<file path="src/rtl/scratch_ctrl_pkg.sv">
// Shared definitions for the PIO scratch-register controller: op codes, FSM states, default widths.
package scratch_ctrl_pkg;

    localparam int SCR_WIDTH   = 32;
    localparam int SCR_DELAY_W = 5;

    localparam logic [2:0] SCR_NOP     = 3'd0;
    localparam logic [2:0] SCR_SET_X   = 3'd1;
    localparam logic [2:0] SCR_SET_Y   = 3'd2;
    localparam logic [2:0] SCR_DEC_X   = 3'd3;
    localparam logic [2:0] SCR_DEC_Y   = 3'd4;
    localparam logic [2:0] SCR_MOV_X_Y = 3'd5;
    localparam logic [2:0] SCR_MOV_Y_X = 3'd6;

    typedef enum logic {
        ST_RUN   = 1'b0,
        ST_DELAY = 1'b1
    } scr_state_t;

endpackage

</file>
<file path="src/rtl/scratch_ctrl_delay_cnt.sv">
// Loadable down-counter for the instruction delay field; counts only on enabled ticks and stops at zero.
module scratch_delay_cnt
    import scratch_ctrl_pkg::*;
#(
    parameter int DELAY_W = SCR_DELAY_W
) (
    input  logic               clk,
    input  logic               reset,
    input  logic               load,
    input  logic [DELAY_W-1:0] load_val,
    input  logic               en,
    output logic [DELAY_W-1:0] count,
    output logic               zero
);

    assign zero = (count == '0);

    always_ff @(posedge clk) begin
        if (reset) begin
            count <= '0;
        end else if (load) begin
            count <= load_val;
        end else if (en && !zero) begin
            count <= count - DELAY_W'(1);
        end
    end

endmodule

</file>
<file path="src/rtl/scratch_ctrl.sv">
// X/Y scratch registers for one PIO state machine: executes set/decrement/move ops and holds off
// the next op for the programmed delay.
//
//   state    | meaning
//   ---------+---------------------------------------------------------
//   ST_RUN   | ready for an op (unless stalled)
//   ST_DELAY | counting down the delay of the last op; ops are refused
module scratch_ctrl
    import scratch_ctrl_pkg::*;
#(
    parameter int WIDTH   = SCR_WIDTH,
    parameter int DELAY_W = SCR_DELAY_W
) (
    input  logic               clk,
    input  logic               reset,
    input  logic               penable,
    input  logic               stall_in,
    input  logic               op_valid,
    input  logic [2:0]         op,
    input  logic [WIDTH-1:0]   din,
    input  logic [DELAY_W-1:0] delay,
    output logic               op_ready,
    output logic [WIDTH-1:0]   x,
    output logic [WIDTH-1:0]   y,
    output logic               x_nz,
    output logic               y_nz,
    output logic               x_ne_y,
    output logic               dec_taken,
    output logic               busy
);

    localparam logic [WIDTH-1:0] ONE = WIDTH'(1);

    scr_state_t         state;
    logic               accept;
    logic [DELAY_W-1:0] cnt;
    logic               cnt_zero;

    assign op_ready = (state == ST_RUN) && !stall_in;
    assign accept   = op_valid && op_ready && penable;

    assign x_nz   = (x != '0);
    assign y_nz   = (y != '0);
    assign x_ne_y = (x != y);

    scratch_delay_cnt #(.DELAY_W(DELAY_W)) u_delay_cnt (
        .clk      (clk),
        .reset    (reset),
        .load     (accept),
        .load_val (delay),
        .en       (penable),
        .count    (cnt),
        .zero     (cnt_zero)
    );

    always_ff @(posedge clk) begin
        if (reset) begin
            state     <= ST_RUN;
            busy      <= 1'b0;
            x         <= '0;
            y         <= '0;
            dec_taken <= 1'b0;
        end else begin
            dec_taken <= 1'b0;
            case (state)
                ST_RUN: begin
                    if (accept) begin
                        case (op)
                            SCR_SET_X:   x <= din;
                            SCR_SET_Y:   y <= din;
                            SCR_DEC_X: begin
                                x         <= x - ONE;
                                dec_taken <= (x != '0);
                            end
                            SCR_DEC_Y: begin
                                y         <= y - ONE;
                                dec_taken <= (y != '0);
                            end
                            SCR_MOV_X_Y: x <= y;
                            SCR_MOV_Y_X: y <= x;
                            default: ;
                        endcase
                        if (delay != '0) begin
                            state <= ST_DELAY;
                            busy  <= 1'b1;
                        end
                    end
                end
                ST_DELAY: begin
                    // Leave on the tick that takes the counter to zero, so exactly `delay`
                    // enabled cycles elapse; an already-zero counter never strands the FSM.
                    if (cnt_zero || (penable && cnt == DELAY_W'(1))) begin
                        state <= ST_RUN;
                        busy  <= 1'b0;
                    end
                end
                default: begin
                    state <= ST_RUN;
                    busy  <= 1'b0;
                end
            endcase
        end
    end

endmodule
</file>
<file path="config.mk">
export PLATFORM = sky130hd
export DESIGN_NAME = scratch_ctrl
export DESIGN_NICKNAME = d
export VERILOG_FILES = /design/src/rtl/scratch_ctrl_pkg.sv /design/src/rtl/scratch_ctrl_delay_cnt.sv /design/src/rtl/scratch_ctrl.sv
export SDC_FILE = /design/constraint.sdc
export NUM_CORES = 1
export LEC_CHECK = 0
export ABC_CLOCK_PERIOD_IN_PS = 4700
export CAP_MARGIN = 20
export CORE_MARGIN = 5
export CORE_UTILIZATION = 58
export CTS_BUF_LIST = sky130_fd_sc_hd__clkbuf_8
export DETAILED_ROUTE_END_ITERATION = 10
export PLACE_DENSITY = 0.92
export SLEW_MARGIN = 20
export SYNTH_ARGS = -nofsm -noshare
export SYNTH_HDL_FRONTEND = slang
export SYNTH_SLANG_ARGS = --single-unit
</file>
<file path="constraint.sdc">
create_clock -name clk -period 4.7 [get_ports clk]
set_input_delay 0.705 -clock clk [delete_from_list [all_inputs] [get_ports clk]]
set_output_delay 0.705 -clock clk [all_outputs]
set_load 0.005 [all_outputs]
</file>
==> qor.yml, run 1 <==
run_status:
  status: "complete, no violations"
synth:
  ys_types: 69
  synth_edf_count: 0
  synthCells: 758
  syn_area_per_cell_um2: 7.25
  synth_area_um2: 5490
  ys_seq_area_share_pct: 26.2
  yosysTopAreaCellShare_pct: 26.2
  yosys_most_used_dff: "dfxtp_1"
  ys_top_cells_by_area: "dfxtp_1, o21ai_0, a21oi_1"
  ys_seq_elements: 72
  yosysWarningCount: 0
  syn-num-nets: 809
  yosysTopAreaCell: "dfxtp_1"
  async_flop_share_pct: 0
timing:
  rsz0062_at_grt: "no"
  hold_viol_final: 0
  fmax_mhz: 268
  setup_viol: 0
  slew_headroom_pct: 29.7
  finalCritPeriodShare_pct: 79.5
  fin_worst_skew_ns: 0.0102
  tightest_slew_ns: 1.05
  whs_ns: 0.489
  final.setup.tns_ns: 0
  final_max_slew_viol_count: 0
  min_period_ns: 3.74
finish:
  multiInputGateArea_um2: 3680
  syn_to_final_growth_pct: 23.3
  final_area_um2: 6770
  num_antenna_cells: 0
  register_area_um2: 1440
  final_nets: 869
  drive_gt1_share_pct: 5.83
  fillerInstances: 737
worst_setup_path:
  required_ns: 3.99
  cp_max_fo: 8
  critical_path_class: "flop to output port"
  start_kind: "flop"
  reg2reg_depth: 5
  reg2reg_to: "y[15]"
  critPathArrivalTime_ns: 3.03
  end_kind: "output port"
  regToRegSetupSlack_ns: 1.87
  r2r_start: "y[7]"
placed_design:
  gp_congestion: 1.02
  dpl_cell_area_um2: 6600
  hpwl_um: 15600
  port_buffers: 114
clock_tree:
  clkLatencyLatePin_ns: 0.36
  cts_buffer_depth: 2
  cts.repair.resized: 0
  cts_setup_buffers: 0
  clkTransAtPathRegs_ns: 0.08
  root_buffer: "clkbuf_8"
  cts_tree: "yes"
  clkSinkCount: 72
  cts_made_buffers: 9
  cts_max_level: 3
  hold_buffers: 0
detailed_routing:
  firstDrtPassIters: 7
  postRouteAntennaNets: 0
  finalWirelength_um: 21600
  vias_per_cell: 7.17
  wl_per_cell_um: 22.6
  vias: 6828
  drc_errors: 0
  drt-initial-drc-count: 921
power:
  leakagePower_nw: 2.32
  vdd_drop_max_mv: 0.149
  powerDensity_nw_per_um2: 246
die:
  io_pins: 115
  num_rows: 35
  chipWidth_um: 107
  start_util_pct: 59.4
  core-area_um2: 9240
  die_area_um2: 11500
  fp.dieH_um: 107
min_path:
  hold_start: "busy"
  hold_end: "busy"
  hold_depth: 2
  hold_class: "flop to flop"
global_route:
  overflow: 0
  antenna_found_initial: 0
  grt_max_degree: 64
  grt_usage_pct: 37.1
  grt_pass1_vias: 6174
  grt_pass1_wl_um: 33900
flow_run:
  cap_violations: 0
==> per-stage QoR <==
stage                     util [%]  power (mW)  worst slack (ns)  cells
after floorplan                  -        1.02              2.28    758
after CTS                     73.3        1.64              1.05    952
after global placement        71.4        1.19              1.38    936
final                         73.3        1.66             0.963    952
after detailed placement      71.4        1.20              1.32    936
after global routing          73.3        1.74             0.941    952
==> registers in the layout, summed over array words and instances, names as in the netlist <==
name               count
busy                   1
dec_taken              1
state                  1
u_delay_cnt.count      5
x                     32
y                     32
==> synth_stat cells (4+ instances only) <==
| library cell | count |
|---|---|
| buf_2 | 6 |
| a222oi_1 | 5 |
| o311ai_0 | 7 |
| a21o_1 | 8 |
| or4_1 | 14 |
| a21oi_1 | 61 |
| nor3_1 | 27 |
| o21ai_1 | 5 |
| inv_1 | 13 |
| and4_1 | 4 |
| buf_1 | 7 |
| mux2i_1 | 5 |
| o211ai_1 | 19 |
| o21ai_0 | 62 |
| o22ai_1 | 10 |
| nor4_1 | 21 |
| nand2_1 | 58 |
| dfxtp_1 | 72 |
| ha_1 | 6 |
| a31oi_1 | 9 |
| a22o_1 | 5 |
| nor2_1 | 59 |
| nand4_1 | 22 |
| a32o_1 | 5 |
| nand2b_1 | 9 |
| clkbuf_1 | 68 |
| or3_1 | 13 |
| xnor2_1 | 34 |
| o31a_1 | 4 |
| and3_1 | 7 |
| nor2b_1 | 7 |
| nand3_1 | 22 |
| a211oi_1 | 5 |
| a221oi_1 | 4 |
| a22oi_1 | 10 |
| a221o_1 | 8 |
==> per-layer routing <==
metal / up-vias / global-route usage, % / wire length [um]
li1: 2990 / - / -
met1: 3124 / 52.2 / 8300
met2: 606 / 52.5 / 9020
met3: 108 / 10.5 / 3360
met4: 0 / 15.7 / 872
met5: - / 0 / 0
==> critical path, stage by stage, from the launching register on <==
cell	delay (ns)
dfxtp_1	0.39
inv_1	0.11
ha_1	0.20
or3b_1	0.48
nor4_1	0.64
nand4_1	0.32
clkdlybuf4s50_1	0.53
==> worst max path at each step <==
| stage | startpoint | endpoint | slack, ns | cells past startpoint |
|---|---|---|---|---|
| 2_1_floorplan | y[0] | y_nz | 2.28 | 7 |
| 3_3_place_gp | op[2] | y[29] | 1.38 | 5 |
| 3_5_place_dp | op[2] | y[29] | 1.32 | 5 |
| 4_1_cts | y[1] | y_nz | 1.05 | 6 |
| 5_1_grt | y[1] | y_nz | 0.94 | 6 |
| 6_report | y[1] | y_nz | 0.96 | 6 |
==> kinds of logic after synthesis <==
group	after synthesis	synth area share, %
flip-flops	72	26.2
AND/OR/NAND/NOR	285	27.8
XOR/XNOR	37	5.90
buffers and inverters	96	6.83
adder cells (fa/ha/maj)	6	1.37
AO/OA/AOI/OAI	256	30.7
multiplexers	6	1.12
==> final cells by class <==
class,instances,share of cell area [%]
inverters,14,0.776
flip-flops and latches,72,21.3
clock buffers,10,2.03
multi-input cells,590,54.4
well taps,129,2.38
clock inverters,6,0.517
repair buffers,131,18.6
==> power breakdown <==
part	total, mW	internal, mW	switching, mW
clock	0.454	0.202	0.252
sequential	0.685	0.638	0.0469
combinational	0.524	0.227	0.297
total	1.66	1.07	0.596
==> cells in the final DEF (no fill, tap or decap), types with 14 or more instances in the layout <==
master and n:
nand4_1 22, clkdlybuf4s50_1 112, o21ai_0 62, nor2_1 59
nor3_1 26, buf_4 17, nand3_1 22, nand2_1 58
or4_1 14, dfxtp_1 72, nor4_1 21, xnor2_1 34
a21oi_1 61, o211ai_1 19
Power figures use the tool's default switching activity.
==> inputs of run 2 (changes only) <==
--- a/config.mk
+++ b/config.mk
@@ -5,13 +5,13 @@
 export SDC_FILE = /design/constraint.sdc
 export NUM_CORES = 1
 export LEC_CHECK = 0
-export ABC_CLOCK_PERIOD_IN_PS = 4700
+export ABC_CLOCK_PERIOD_IN_PS = 3200
 export CAP_MARGIN = 20
 export CORE_MARGIN = 5
-export CORE_UTILIZATION = 58
+export CORE_UTILIZATION = 48
 export CTS_BUF_LIST = sky130_fd_sc_hd__clkbuf_8
 export DETAILED_ROUTE_END_ITERATION = 10
-export PLACE_DENSITY = 0.92
+export PLACE_DENSITY = 0.82
 export SLEW_MARGIN = 20
 export SYNTH_ARGS = -nofsm -noshare
 export SYNTH_HDL_FRONTEND = slang
==> constraint.sdc (replaced) <==
create_clock -name clk -period 3.2 [get_ports clk]
set_input_delay 0.48 -clock clk [delete_from_list [all_inputs] [get_ports clk]]
set_output_delay 0.48 -clock clk [all_outputs]
set_load 0.005 [all_outputs]
==> run 2 against run 1 <==
Clock skew fell by 0.0023 ns. Clock-buffer cell count stayed put. Total power grew 61%. First-iteration DRC count up 27%.
==> qor.yml, run 2 (synthesized netlist as in run 1, its figures left out) <==
detailed_routing:
  drc_errors: 0
  postRouteAntennaNets: 0
  vias_per_cell: 6.74
  finalWirelength_um: 23300
  drt-initial-drc-count: 1172
  vias: 6766
  wl_per_cell_um: 23.3
  firstDrtPassIters: 8
min_path:
  hold_class: "flop to flop"
  hold_depth: 2
  hold_end: "busy"
  hold_start: "busy"
clock_tree:
  root_buffer: "clkbuf_8"
  clkTransAtPathRegs_ns: 0.07
  cts_tree: "yes"
  cts_max_level: 3
  clkSinkCount: 72
  cts_buffer_depth: 2
  clkLatencyLatePin_ns: 0.38
  hold_buffers: 0
  cts_made_buffers: 9
timing:
  tightest_slew_ns: 0.776
  finalCritPeriodShare_pct: 96.8
  hold_viol_final: 0
  final.setup.tns_ns: 0
  whs_ns: 0.489
  final_max_slew_viol_count: 0
  slew_headroom_pct: 47.9
  setup_viol: 0
  fmax_mhz: 323
  min_period_ns: 3.10
  fin_ws_ns: 0.103
  rsz0062_at_grt: "no"
  fin_worst_skew_ns: 0.00795
global_route:
  overflow: 0
  grt_usage_pct: 33.9
  antenna_found_initial: 0
  grt_pass1_vias: 6140
  grt_max_degree: 59
  grt_pass1_wl_um: 35600
placed_design:
  hpwl_um: 17400
  port_buffers: 114
  dpl_cell_area_um2: 6870
  dp_slack_ns: 0.416
  gp_congestion: 0.971
  dp.cells: 984
worst_setup_path:
  reg2reg_depth: 7
  r2r_start: "y[0]"
  required_ns: 2.72
  reg2reg_to: "y[22]"
  cp_slowest_stage_delay_ns: 0.49
  start_kind: "flop"
  critPathArrivalTime_ns: 2.62
  cp_cell_sequence: "inv_1, ha_1, or3b_4, nor4_1, buf_4, nand4_1, clkdlybuf4s50_1"
  regToRegSetupSlack_ns: 0.59
  end_kind: "output port"
  critical_path_class: "flop to output port"
  slowest_stage: "clkdlybuf4s50_1"
  cp_max_fo: 8
die:
  die_area_um2: 13700
  chipWidth_um: 117
  io_pins: 115
  fp.dieH_um: 117
  core-area_um2: 11300
  start_util_pct: 48.5
  num_rows: 39
run_status:
  status: "complete, no violations"
finish:
  final_nets: 907
  mostFrequentLayoutCells: "clkdlybuf4s50_1, dfxtp_1, o21ai_0"
  num_antenna_cells: 0
  drive_gt1_share_pct: 10.1
  fin_util_pct: 62.9
  final_area_um2: 7120
  syn_to_final_growth_pct: 29.7
  layout_commonest_cell: "clkdlybuf4s50_1"
  reg.largest.list: "x (32), y (32), u_delay_cnt.count (5)"
  final_cells: 1004
power:
  powerDensity_nw_per_um2: 376
  finalPower_mw: 2.68
  vdd_drop_max_mv: 0.370
  leakagePower_nw: 2.53
flow_run:
  cap_violations: 0
[run 2: cell types whose count changed in the layout (fill, tap and decap cells not counted), sizes merged]
cell      delta
bufinv       +2
buf         +38
clkinvlp     -1
clkinv       -1
[run 2: final cells by class]
type,count,area [um2]
flip-flops and latches,72,1440
repair buffers,169,1540
clock buffers,10,138
inverters,14,52.6
multi-input cells,590,3690
clock inverters,6,82.6
fillers,1086,4200
well taps,143,179
[run 2: metal layers]
metal  routed length (um)  global-route usage, %  vias up  share of wire, %
met1                 9870                   49.6     3185                42
met5                    0                      0        -                 0
li1                     -                      -     3055                 -
met2                10200                   49.9      481                44
met4                  586                   10.1        0               2.5
met3                 2710                   7.40       45                12
[run 2: repair_timing]
action | 4_1_cts | 5_1_grt
gates resized for setup | 0 | 1
buffers inserted | 0 | 4
endpoints found under the setup margin | 0 | 1
[run 2: how the worst max path moves through the flow]
stage,slack (ns),start,cells past startpoint,to
floorplan,0.85,y[0],9,y[22]
global placement,0.46,op[2],6,y[16]
detailed placement,0.42,op[2],6,y[18]
CTS,0.01,y[0],7,y_nz
global route,0.01,y[0],7,y_nz
finish,0.10,y[0],7,y_nz
[run 2: critical path, delay by kind of cell, from the launching register on]
family	cells	cell delay [ns]
buffers and inverters	3	0.86
flip-flops	1	0.38
AND/OR/NAND/NOR	3	0.81
adder cells (fa/ha/maj)	1	0.21
[run 2: where the power goes]
part	leakage [nW]	switching [mW]	internal (mW)
Sequential	0.583	0.0585	0.937
Clock	0.112	0.376	0.456
Combinational	1.83	0.477	0.371
==> inputs of run 3 (changes only) <==
--- a/config.mk
+++ b/config.mk
@@ -15,4 +15,6 @@
 export SLEW_MARGIN = 20
 export SYNTH_ARGS = -nofsm -noshare
 export SYNTH_HDL_FRONTEND = slang
+export SYNTH_HIERARCHICAL = 1
 export SYNTH_SLANG_ARGS = --single-unit
+export TNS_END_PERCENT = 1
==> run 3 against run 2 <==
Total power fell by 0.16%. Via count rose by 0.25%. Clock skew rose by 0.0024 ns. Routed wire length fell by 0.33%. Fmax rose by 0.41%. Clock-buffer cell count rose by 1. Sequential share of layout area fell by 0.16 points. Worst hold slack improved by 0.014 ns. Synthesized area fell by 0.30%. Critical path type unchanged. Critical endpoint unchanged. Largest cell class unchanged.
==> qor.yml, run 3 <==
timing:
  fin_ws_ns: 0.116
  slew_headroom_pct: 53.0
  min_period_ns: 3.08
  final_max_slew_viol_count: 0
  hold_viol_final: 0
  fmax_mhz: 324
  finalCritPeriodShare_pct: 96.4
  final.setup.tns_ns: 0
  rsz0062_at_grt: "no"
  fin_worst_skew_ns: 0.0104
  tightest_slew_ns: 0.699
  setup_viol: 0
die:
  chipWidth_um: 117
  num_rows: 39
  io_pins: 115
  fp.dieH_um: 117
  start_util_pct: 48.4
  die_area_um2: 13600
  core-area_um2: 11300
power:
  sw_frac_of_total_pct: 32.3
  combPwrFrac_pct: 28.4
  finalPower_mw: 2.67
  leakagePower_nw: 2.58
  p_int_mw: 1.81
  p_seq_share_pct: 36.4
  vdd_drop_max_mv: 0.310
  clockPowerShare_pct: 35.2
  powerDensity_nw_per_um2: 372
  p_sw_mw: 0.862
worst_setup_path:
  cp_max_fo: 8
  cp_slowest_stage_delay_ns: 0.57
  required_ns: 2.72
  reg2reg_depth: 7
  cp_num_buf_inv: 1
  start_kind: "flop"
  end_kind: "output port"
  critical_path_class: "flop to output port"
  critPathArrivalTime_ns: 2.60
  cp_num_cells: 5
  slowest_stage: "or4_1"
  cpLargestDelayFamily: "simple AND/OR/NAND/NOR gates"
  cp_cell_sequence: "or4_1, or3_4, nor4_4, nand2_1, clkdlybuf4s50_1"
min_path:
  hold_class: "flop to flop"
  hold_depth: 2
synth:
  yosys_most_used_dff: "dfxtp_1"
  async_flop_share_pct: 0
  ys_top_cells_by_area: "dfxtp_1, a21oi_1, xnor2_1"
  syn_area_per_cell_um2: 7.25
  yosysWarningCount: 6
  ys_seq_area_share_pct: 26.3
  yosysTopAreaCell: "dfxtp_1"
  ys_seq_elements: 72
  synth_edf_count: 0
  ys_types: 74
  syn-num-nets: 803
  yosysTopAreaCellShare_pct: 26.3
  synthCells: 755
  synth_commonest_cells: "dfxtp_1, nor2_1, nand2_1"
  synth_area_um2: 5480
clock_tree:
  cts_setup_buffers: 0
  cts_tree: "yes"
  root_buffer: "clkbuf_8"
  clkSinkCount: 72
  clkTransAtPathRegs_ns: 0.09
  hold_buffers: 0
  cts_buffer_depth: 2
  cts_max_level: 3
  cts.repair.resized: 1
  cts_made_buffers: 9
  clkLatencyLatePin_ns: 0.38
finish:
  drive_gt1_share_pct: 10.8
  final_cells: 1007
  multiInputGateArea_um2: 3690
  layout_commonest_cell: "clkdlybuf4s50_1"
  num_antenna_cells: 0
  register_area_um2: 1440
  syn_to_final_growth_pct: 31.2
  reg.largest.list: "x (32), y (32), u_delay_cnt/count (5)"
  final_nets: 907
  mostFrequentLayoutCells: "clkdlybuf4s50_1, nor2_1, dfxtp_1"
  fillerInstances: 1017
detailed_routing:
  wl_per_cell_um: 23.1
  drc_errors: 0
  drt-initial-drc-count: 1102
  vias: 6783
  firstDrtPassIters: 7
  vias_per_cell: 6.74
  finalWirelength_um: 23300
  postRouteAntennaNets: 0
run_status:
  status: "complete, no violations"
placed_design:
  hpwl_um: 17400
  port_buffers: 114
  gp_congestion: 0.984
  dp.cells: 991
  dp_slack_ns: 0.378
flow_run:
  cap_violations: 0
global_route:
  antenna_found_initial: 0
  overflow: 0
  grt_pass1_wl_um: 35400
  grt_pass1_vias: 6114
  grt_max_degree: 36
  grt_usage_pct: 33.9
==> run 3: cell types whose count changed after synthesis, sizes merged, moves of 6 or more <==
| cell | previous run | this run |
|---|---|---|
| a21oi | 61 | 67 |
| buf | 14 | 8 |
| inv | 13 | 21 |
| nand2 | 58 | 68 |
| nand4 | 22 | 16 |
| nor2 | 59 | 72 |
| o21ai | 67 | 58 |
==> run 3: cell type report <==
type | count | area share (%)
clock buffers | 11 | 2.11
clock inverters | 5 | 1.43
inverters | 22 | 1.15
multi-input cells | 589 | 51.4
flip-flops and latches | 72 | 20.1
well taps | 143 | 2.49
repair buffers | 165 | 21.3
==> run 3: kinds of logic (layout without fill, tap and decap cells) <==
group | Yosys count | count (layout) | synth area share [%]
muxes | 4 | 4 | 0.754
AOI/OAI and AO/OA | 259 | 259 | 31.8
xor gates and xnor gates | 33 | 33 | 5.28
adders and majority gates | 3 | 3 | 0.685
and+or+nand+nor | 290 | 290 | 28.4
DFF | 72 | 72 | 26.3
buffers and inverters | 94 | 203 | 6.81
==> run 3: worst min-delay path, delay by kind of cell, from the launching register on <==
family / cells / cell delay, ns
DFF: 1 / 0.33
AOI/OAI and AO/OA: 1 / 0.07
and+or+nand+nor: 1 / 0.07
==> run 3: power groups by stage <==
stage,combinational (mW),sequential (mW),clock [mW]
after floorplan,0.458,0.972,0
after global placement,0.726,0.988,0
after detailed placement,0.729,0.990,0
after CTS,0.734,0.969,0.947
after global routing,0.813,0.976,0.984
final,0.760,0.972,0.939
==> run 3: per-layer routing <==
metal	global-route usage (%)	vias up	share of wire (%)
met1	50.3	3124	42
met4	13.7	0	2.6
met2	47.0	546	42
met5	0	-	0
met3	7.92	58	14
li1	-	3055	-
==> run 3: worst paths after layout <==
check         from     to  slack (ns)
min           busy   busy        0.50
max reg2reg   y[0]  y[30]        0.65
max          y[13]   y_nz        0.12
min reg2reg   busy   busy        0.50
==> run 3: per-stage QoR <==
| step | cell area (um2) | utilization, % | hold WS [ns] |
|---|---|---|---|
| after CTS | 7160 | 63.3 | 0.497 |
| final | 7180 | 63.5 | 0.503 |
| after detailed placement | 6900 | 61.0 | 0.487 |
| after global placement | 6900 | 61.0 | 0.473 |
| after floorplan | 5480 | - | 0.486 |
| after global routing | 7180 | 63.5 | 0.531 |
